$ cat config.mk
export PLATFORM = sky130hd
export DESIGN_NAME = rename_dispatch_q
export DESIGN_NICKNAME = d
export VERILOG_FILES = /design/src/rtl/rename_pkg.sv /design/src/rtl/uop_fifo.sv /design/src/rtl/rename_dispatch_q.sv
export SDC_FILE = /design/constraint.sdc
export NUM_CORES = 1
export LEC_CHECK = 0
export ABC_AREA = 1
export CAP_MARGIN = 25
export CORE_ASPECT_RATIO = 1.1
export CORE_MARGIN = 2
export CORE_UTILIZATION = 49
export CTS_CLUSTER_DIAMETER = 150
export DETAILED_ROUTE_END_ITERATION = 8
export PLACE_DENSITY_LB_ADDON = 0.08
export SLEW_MARGIN = 20
export SYNTH_ARGS = -nofsm -noshare
export SYNTH_HDL_FRONTEND = slang
export SYNTH_SLANG_ARGS = --single-unit
$ cat constraint.sdc
create_clock -name clk -period 10.2 [get_ports clk]
set_input_delay 2.55 -clock clk [delete_from_list [all_inputs] [get_ports clk]]
set_output_delay 2.55 -clock clk [all_outputs]
set_load 0.02 [all_outputs]
$ cat src/rtl/rename_pkg.sv
// Shared types for the rename/dispatch queue: uop layout,
// reservation-station target and CSR serialisation states.
package rename_pkg;

  localparam int ROB_W  = 7;
  localparam int DATA_W = 32;

  typedef struct packed {
    logic [31:2]       addr;
    logic [4:0]        rsop;
    logic [ROB_W-1:0]  robid;
    logic [5:0]        rd;
    logic              uses_rs1;
    logic              uses_rs2;
    logic              uses_imm;
    logic              uses_memory;
    logic              uses_pc;
    logic              csr_access;
    logic              forward;
    logic              inhibit;
    logic [31:2]       target;
    logic [4:0]        rs1;
    logic [4:0]        rs2;
    logic [DATA_W-1:0] imm;
  } uop_t;

  localparam int UOP_W = $bits(uop_t);

  typedef enum logic [1:0] {
    RS_EXERS,
    RS_LSQ,
    RS_CSR
  } rs_tgt_e;

  typedef enum logic [1:0] {
    CSR_IDLE,
    CSR_DRAIN,
    CSR_ISSUE,
    CSR_WAIT
  } csr_st_e;

endpackage

$ cat src/rtl/uop_fifo.sv
// Generic synchronous FIFO with flush; DEPTH must be a power of two
// so the pointers wrap by plain overflow.
module uop_fifo #(
  parameter int DEPTH = 4,
  parameter int W     = 8
) (
  input  logic         clk,
  input  logic         rst,
  input  logic         i_flush,
  input  logic         i_push,
  input  logic [W-1:0] i_data,
  input  logic         i_pop,
  output logic [W-1:0] o_data,
  output logic         o_empty,
  output logic         o_full
);

  localparam int AW = $clog2(DEPTH);

  logic [W-1:0]  r_mem [DEPTH];
  logic [AW-1:0] r_wp;
  logic [AW-1:0] r_rp;
  logic [AW:0]   r_count;
  logic          w_push;
  logic          w_pop;
  logic          w_clr;

  assign w_clr  = rst | i_flush;
  assign w_push = i_push & ~o_full;
  assign w_pop  = i_pop & ~o_empty;

  always_ff @(posedge clk) begin
    if (w_clr) begin
      r_wp    <= '0;
      r_rp    <= '0;
      r_count <= '0;
    end else begin
      if (w_push) r_wp <= r_wp + 1'b1;
      if (w_pop)  r_rp <= r_rp + 1'b1;
      unique case ({w_push, w_pop})
        2'b10:   r_count <= r_count + 1'b1;
        2'b01:   r_count <= r_count - 1'b1;
        default: r_count <= r_count;
      endcase
    end
  end

  always_ff @(posedge clk) begin
    if (w_push && !w_clr) r_mem[r_wp] <= i_data;
  end

  assign o_data  = r_mem[r_rp];
  assign o_empty = (r_count == '0);
  assign o_full  = (r_count == (AW+1)'(DEPTH));

endmodule

$ cat src/rtl/rename_dispatch_q.sv
// In-order uop queue between decode and the back end: operand
// selection, tag allocation and CSR serialisation at dispatch.
module rename_dispatch_q
  import rename_pkg::*;
#(
  parameter int DEPTH   = 4,
  parameter int ROBID_W = 7,
  parameter int XLEN    = 32
) (
  input  logic               clk,
  input  logic               rst,
  input  logic               rob_flush,
  input  logic               decode_rename_valid,
  input  logic [UOP_W-1:0]   decode_uop,
  output logic               rename_stall,
  output logic [4:0]         rename_rs1,
  output logic [4:0]         rename_rs2,
  input  logic               rat_rs1_valid,
  input  logic               rat_rs2_valid,
  input  logic [XLEN-1:0]    rat_rs1_tagval,
  input  logic [XLEN-1:0]    rat_rs2_tagval,
  output logic               rename_alloc,
  output logic [5:0]         rename_rd,
  output logic [ROBID_W-1:0] rename_robid,
  output logic               rename_exers_write,
  output logic               rename_lsq_write,
  output logic               rename_csr_write,
  output logic [4:0]         rename_op,
  output logic               rename_op1ready,
  output logic               rename_op2ready,
  output logic [XLEN-1:0]    rename_op1,
  output logic [XLEN-1:0]    rename_op2,
  output logic [XLEN-1:0]    rename_imm,
  input  logic               exers_stall,
  input  logic               lsq_stall,
  input  logic               csr_stall,
  input  logic               rob_empty,
  input  logic               csr_done,
  output logic               rename_wb_valid,
  output logic [29:0]        rename_wb_result,
  output logic               rename_inhibit
);

  logic [UOP_W-1:0] w_head_raw;
  uop_t             w_head;
  logic             w_empty;
  logic             w_full;
  logic             w_head_valid;
  rs_tgt_e          w_tgt;
  logic             w_tgt_stall;
  logic             w_hold;
  logic             w_dispatch;
  logic             w_unused;
  csr_st_e          r_state;

  uop_fifo #(
    .DEPTH (DEPTH),
    .W     (UOP_W)
  ) u_fifo (
    .clk     (clk),
    .rst     (rst),
    .i_flush (rob_flush),
    .i_push  (decode_rename_valid),
    .i_data  (decode_uop),
    .i_pop   (w_dispatch),
    .o_data  (w_head_raw),
    .o_empty (w_empty),
    .o_full  (w_full)
  );

  assign w_head       = uop_t'(w_head_raw);
  assign w_head_valid = ~w_empty;
  assign rename_stall = w_full;
  assign w_unused     = w_head.uses_imm;

  always_comb begin
    w_tgt = RS_EXERS;
    if (w_head.uses_memory)     w_tgt = RS_LSQ;
    else if (w_head.csr_access) w_tgt = RS_CSR;
  end

  always_comb begin
    unique case (w_tgt)
      RS_LSQ:  w_tgt_stall = lsq_stall;
      RS_CSR:  w_tgt_stall = csr_stall;
      default: w_tgt_stall = exers_stall;
    endcase
  end

  // A CSR at the head in IDLE only starts the drain; it issues from ISSUE.
  assign w_hold = ((r_state == CSR_IDLE) & w_head.csr_access)
                | (r_state == CSR_DRAIN)
                | (r_state == CSR_WAIT);

  assign w_dispatch = w_head_valid & ~w_tgt_stall & ~w_hold;

  always_ff @(posedge clk) begin
    if (rst || rob_flush) begin
      r_state <= CSR_IDLE;
    end else begin
      unique case (r_state)
        CSR_IDLE:
          if (w_head_valid && w_head.csr_access) r_state <= CSR_DRAIN;
        CSR_DRAIN:
          if (rob_empty) r_state <= CSR_ISSUE;
        CSR_ISSUE:
          if (w_dispatch) r_state <= CSR_WAIT;
        CSR_WAIT:
          if (csr_done) r_state <= CSR_IDLE;
        default:
          r_state <= CSR_IDLE;
      endcase
    end
  end

  assign rename_exers_write = w_dispatch & (w_tgt == RS_EXERS);
  assign rename_lsq_write   = w_dispatch & (w_tgt == RS_LSQ);
  assign rename_csr_write   = w_dispatch & (w_tgt == RS_CSR);

  assign rename_rs1       = w_head.rs1;
  assign rename_rs2       = w_head.rs2;
  assign rename_robid     = ROBID_W'(w_head.robid);
  assign rename_op        = w_head.rsop;
  assign rename_imm       = XLEN'(w_head.imm);
  assign rename_rd        = w_head.rd | {w_head.forward, 5'b0};
  assign rename_alloc     = w_dispatch & ~rename_rd[5];
  assign rename_wb_valid  = w_dispatch & w_head.forward;
  assign rename_wb_result = w_head.target;
  assign rename_inhibit   = w_dispatch & w_head.inhibit;

  always_comb begin
    rename_op1      = XLEN'(w_head.imm);
    rename_op2      = '0;
    rename_op1ready = 1'b1;
    rename_op2ready = 1'b1;
    case ({w_head.uses_rs1, w_head.uses_pc})
      2'b00: begin
        rename_op1 = w_head.csr_access ? XLEN'(w_head.rs1)
                                       : XLEN'(w_head.imm);
      end
      2'b01: begin
        rename_op1 = XLEN'({w_head.addr, 2'b00});
        rename_op2 = XLEN'(w_head.imm);
      end
      2'b10: begin
        rename_op1      = rat_rs1_tagval;
        rename_op1ready = rat_rs1_valid;
        if (w_head.uses_rs2) begin
          rename_op2      = rat_rs2_tagval;
          rename_op2ready = rat_rs2_valid;
        end else begin
          rename_op2 = XLEN'(w_head.imm);
        end
      end
      default: ;
    endcase
  end

endmodule
# Yosys cells after proc, flatten, opt, wreduce, memory -nomap -nowiden
# Memories as Yosys holds them, arrays and structs flattened. A register that Yosys moved wholly into a read port is not among the register bits.
# Index checks and enable logic that the tools add are counted.
# word_totals
register_bits	9
ram_bits	512
in_bits	203
word_cells	73
mem_count	1
# classes
n_addsub	4
eq_ne	14
n_mux	20
n_bitwise	20
n_reduce_logical	10
# memory_table
name	depth	word_bits	rd	rd_ports_with_merged_regs	wr	line	text
u_fifo.r_mem	4	128	1	1	1	uop_fifo.sv:20	logic [W-1:0] r_mem [DEPTH];
# op_table
cell	count
one-hot mux 32 bit (3 select lines)	1
two-way mux 32 bit	2
one-hot mux 32 bit (2 select lines)	1
two-way mux 2 bit	8
AND 1 bit	11
== test 2 bit (second input constant)	5
== test 2 x 1 -> 1 bit (second input constant)	4
one-hot mux 2 bit (4 select lines)	1
zero test 2 bit	3
OR 6 bit	1
one-hot mux 3 bit (2 select lines)	1
two-way mux 1 bit	5
NOT 1 bit	5
adder 2 x 1 -> 2 bit (second input constant)	2
inequality test 2 x 1 -> 1 bit (second input constant)	2
inequality test 2 bit (second input constant)	2
AND reduction 4 bit	1
adder 3 x 1 -> 3 bit (second input constant)	1
== test 3 bit (second input constant)	1
zero test 3 bit	1
OR 1 bit	3
subtractor 3 x 1 -> 3 bit (second input constant)	1
logical AND 1 bit	2
one-hot mux 1 bit (2 select lines)	1
3 further kinds	3

# Longest topological paths before layout
# logic_depth
ltp_word	10
depth_mapped	16
ltp_nobuf	15

# Hierarchy
# Synthesis repeated with hierarchy kept, for this count alone.
# hier_totals
cells_unflattened	1601
area_unflattened_um2	21499.4
# modules_own_cells
module	instances	cells_each	area_per_inst_um2
uop_fifo	1	1314	19835.3
rename_dispatch_q	1	287	1664.1

# Least setup slack after synthesis
# No wires, ideal clock.
# synth_path
path_type	in2reg
start	input port rob_flush
end	memory u_fifo.r_mem[0][0] (netlist name), enable pin
arrival_time_ns	8.313
required_ns	9.585
setup_slack_ns	1.272
path_stages	3
path_buffers	0
path_cell_list	nor2_1 -> nand2_1 -> nor2_1
# synth_via
elab_chain_len	5
# synth_rtl
item	line	text
start: declaration	rename_dispatch_q.sv:12	input logic rob_flush,
OR 1 bit	uop_fifo.sv:28	assign w_clr = rst | i_flush;
zero test 1 bit	uop_fifo.sv:49	if (w_push && !w_clr) r_mem[r_wp] <= i_data;
logical AND 1 bit	uop_fifo.sv:49	
two-way mux 1 bit	uop_fifo.sv:49	
two-way mux 1 bit (implied by the code)	uop_fifo.sv:49	
end: declaration	uop_fifo.sv:20	
# Every way passes these cells.

==> results.toml <==
[setup_path]
cp_num_cells = 12
crit_family = "buffers and inverters"
worstPathCellList = "inv_6, nand2_1, a32oi_1, inv_1, ha_1, buf_4, inv_1, nor2_4, buf_4, a22oi_2, nor2_1, clkdlybuf4s50_1"
crit_path_end_kind = "output pin"
reg2reg_slack_ns = 6.09
worst_setup_path_start_kind = "register"
reg2reg_depth = 15
slowest_stage = "dfxtp_4"
slowest_delay_ns = 0.85
cp.arrival_ns = 5.42
crit_required_ns = 7.65
criticalPathCategory = "register to output pin"
crit_buf_inv = 6
path_max_fanout = 70

[power]
p_int_uw = 3590
irDropWorstVdd_v = 0.000144
clkPwrFrac_pct = 39.9
switching_power_uw = 990
seqPwrFrac_pct = 51.8
leakage_uw = 0.00949
pwr-share-comb_pct = 8.2
p_per_area_nw_per_um2 = 170
p_sw_share_pct = 21.6

[global_route]
grt_max_degree = 215
track_usage_pct = 25.7
grt-ovfl-total = 0
grt_pass1_wl_um = 86400
grt_pass1_vias = 13600
antenna_found_initial = 9

[sta]
rsz0062_at_grt = "false"
maxSlewViolCount = 0
fin_crit_ns = 7.97
layout_worst_path_cycle_share_pct = 78.1
finalSetupViolations = 0
tightest_slew_ns = 1.17
finClkSkew_ns = 0.0210
fin_ws_ns = 2.23
finalHoldViolations = 0
max_freq_ghz = 0.126
slew_headroom_pct = 22.3
fin_hold_ws_ns = 0.492
finalSetupTns_ns = 0

[floorplanning]
initial_core_util_pct = 49.4
die_w_um = 203
num_rows = 80
boundaryPins = 366
die_height_um = 222
core_region_area_um2 = 43000
die-area_um2 = 45000

[routing]
drc = 0
wirelength_um = 58900
final_antenna_net_count = 0
wl_per_cell_um = 22.3
firstDrtPassIters = 5
via_per_inst = 5.45
drt_first_iter_violations = 1121
vias = 14400

[cells_and_area]
num-fill-cells = 3337
nNetsFinal = 2240
multi_input_area_um2 = 4890
seq_area_um2 = 15500
drive_gt1_share_pct = 6.89
layout_commonest_cell = "edfxtp_1"
area_growth_pct = 26.8
final_cell_mix = "edfxtp_1, clkdlybuf4s50_1, nand2_1"

[cts]
post_cts_buffers = 0
holdBufCountCts = 0
ctsResizeCount = 0
clock_sink_count = 519
tritoncts = "yes"
cts_buffers = 51
root_buffer = "clkbuf_16"
h-tree-depth = 2
insertion_delay_ns = 0.57
clockBufferDepth = 3
path_clk_slew_ns = 0.06

[logic_synthesis]
yosysWarnings = 0
synth_area_leader_cell = "edfxtp_1"
syn_inst = 1688
synth_top_area_share_pct = 71.8
ys_seq_area_share_pct = 72.9
syn_avg_cell_area_um2 = 12.6
synth_area_leaders = "edfxtp_1, nand2_1, o21ai_0"
yosysUniqueCellTypes = 32
syn_area_um2 = 21200
ys_seq_elements = 519
syn-num-nets = 1906

[placement]
globalplace.congestion = 0.829
portBuffers = 364
dp_hpwl_um = 37000
place_ws_ns = 2.88

[min_path]
worstHoldStart = "u_fifo.r_rp[1]"
hold_path.class = "register to register"
holdPathStages = 2

[flow_run]
maxCapViolations = 0

[outcome]
run_status = "completed"
## metal layers
layer / global-route usage [%] / wire length, µm / vias to the layer above
met5: 0 / 85 / -
met4: 10.0 / 2240 / 12
met3: 6.79 / 4710 / 107
met2: 42.7 / 28600 / 531
met1: 32.3 / 23200 / 6985
li1: - / - / 6741
## power groups by stage
stage	Combinational, µW	Clock (µW)	Sequential [µW]
2_1_floorplan	158	0	2420
3_3_place_gp	373	0	2420
3_5_place_dp	378	0	2420
4_1_cts	380	1860	2380
5_1_grt	403	1940	2380
6_report	378	1830	2380
## through the flow
| stage | cells | cell area [µm²] | util (%) | power [µW] |
|---|---|---|---|---|
| after floorplan | 1688 | 21200 | - | 2580 |
| after detailed placement | 2543 | 25300 | 58.8 | 2800 |
| after CTS | 2636 | 26900 | 62.6 | 4620 |
| after global routing | 2638 | 26900 | 62.6 | 4720 |
| final | 2639 | 26900 | 62.6 | 4580 |
| after global placement | 2542 | 25300 | 58.7 | 2790 |
## kinds of logic after synthesis
group | count (synthesis) | share of synthesized area, %
AO/OA/AOI/OAI | 344 | 10.3
AND/OR/NAND/NOR | 611 | 11.6
flip-flops | 519 | 72.9
adder cells (fa/ha/maj) | 15 | 0.919
buffers and inverters | 199 | 4.28
## cell usage after synthesis (all sizes together)
| cell type | count |
|---|---|
| a21o | 1 |
| or2 | 2 |
| a22oi | 32 |
| o21ai | 180 |
| inv | 94 |
| clkbuf | 47 |
| nand2 | 325 |
| ha | 14 |
| nor3 | 2 |
| o22ai | 53 |
| a32oi | 2 |
| fa | 1 |
| a21oi | 44 |
| edfxtp | 508 |
| dfxtp | 11 |
| o221ai | 1 |
| nand3 | 117 |
| a32o | 31 |
| nor2 | 165 |
| buf | 58 |
## state kept, by name, summed over array words and instances, names as in the netlist, named ones only
signal / flops
r_state: 2
u_fifo.r_count: 3
u_fifo.r_wp: 2
u_fifo.r_rp: 2
u_fifo.r_mem: 508
## worst reg2reg max path: cells and delay by family, from the launching register on
family                   cells  cell delay (ns)
buffers and inverters        3             1.38
AND/OR/NAND/NOR              6             1.03
flip-flops                   1             0.56
adder cells (fa/ha/maj)      2             0.56
AO/OA/AOI/OAI                4             0.48
## worst paths after layout
| check | endpoint |
|---|---|
| hold reg to reg | register |
| setup / recovery | rename_op2[9] |
| setup reg to reg | u_fifo.r_count[2] |
| hold / removal | register |
## layout make-up
cell class,count,share of cell area (%)
inverter,94,1.35
clock buffer,61,4.96
antenna,3,0.0279
tap,574,2.67
sequential,519,57.5
timing repair buffer,386,14.3
clock inverter,32,1.10
multi-input combinational,970,18.2
Power figures use the tool's default switching activity.
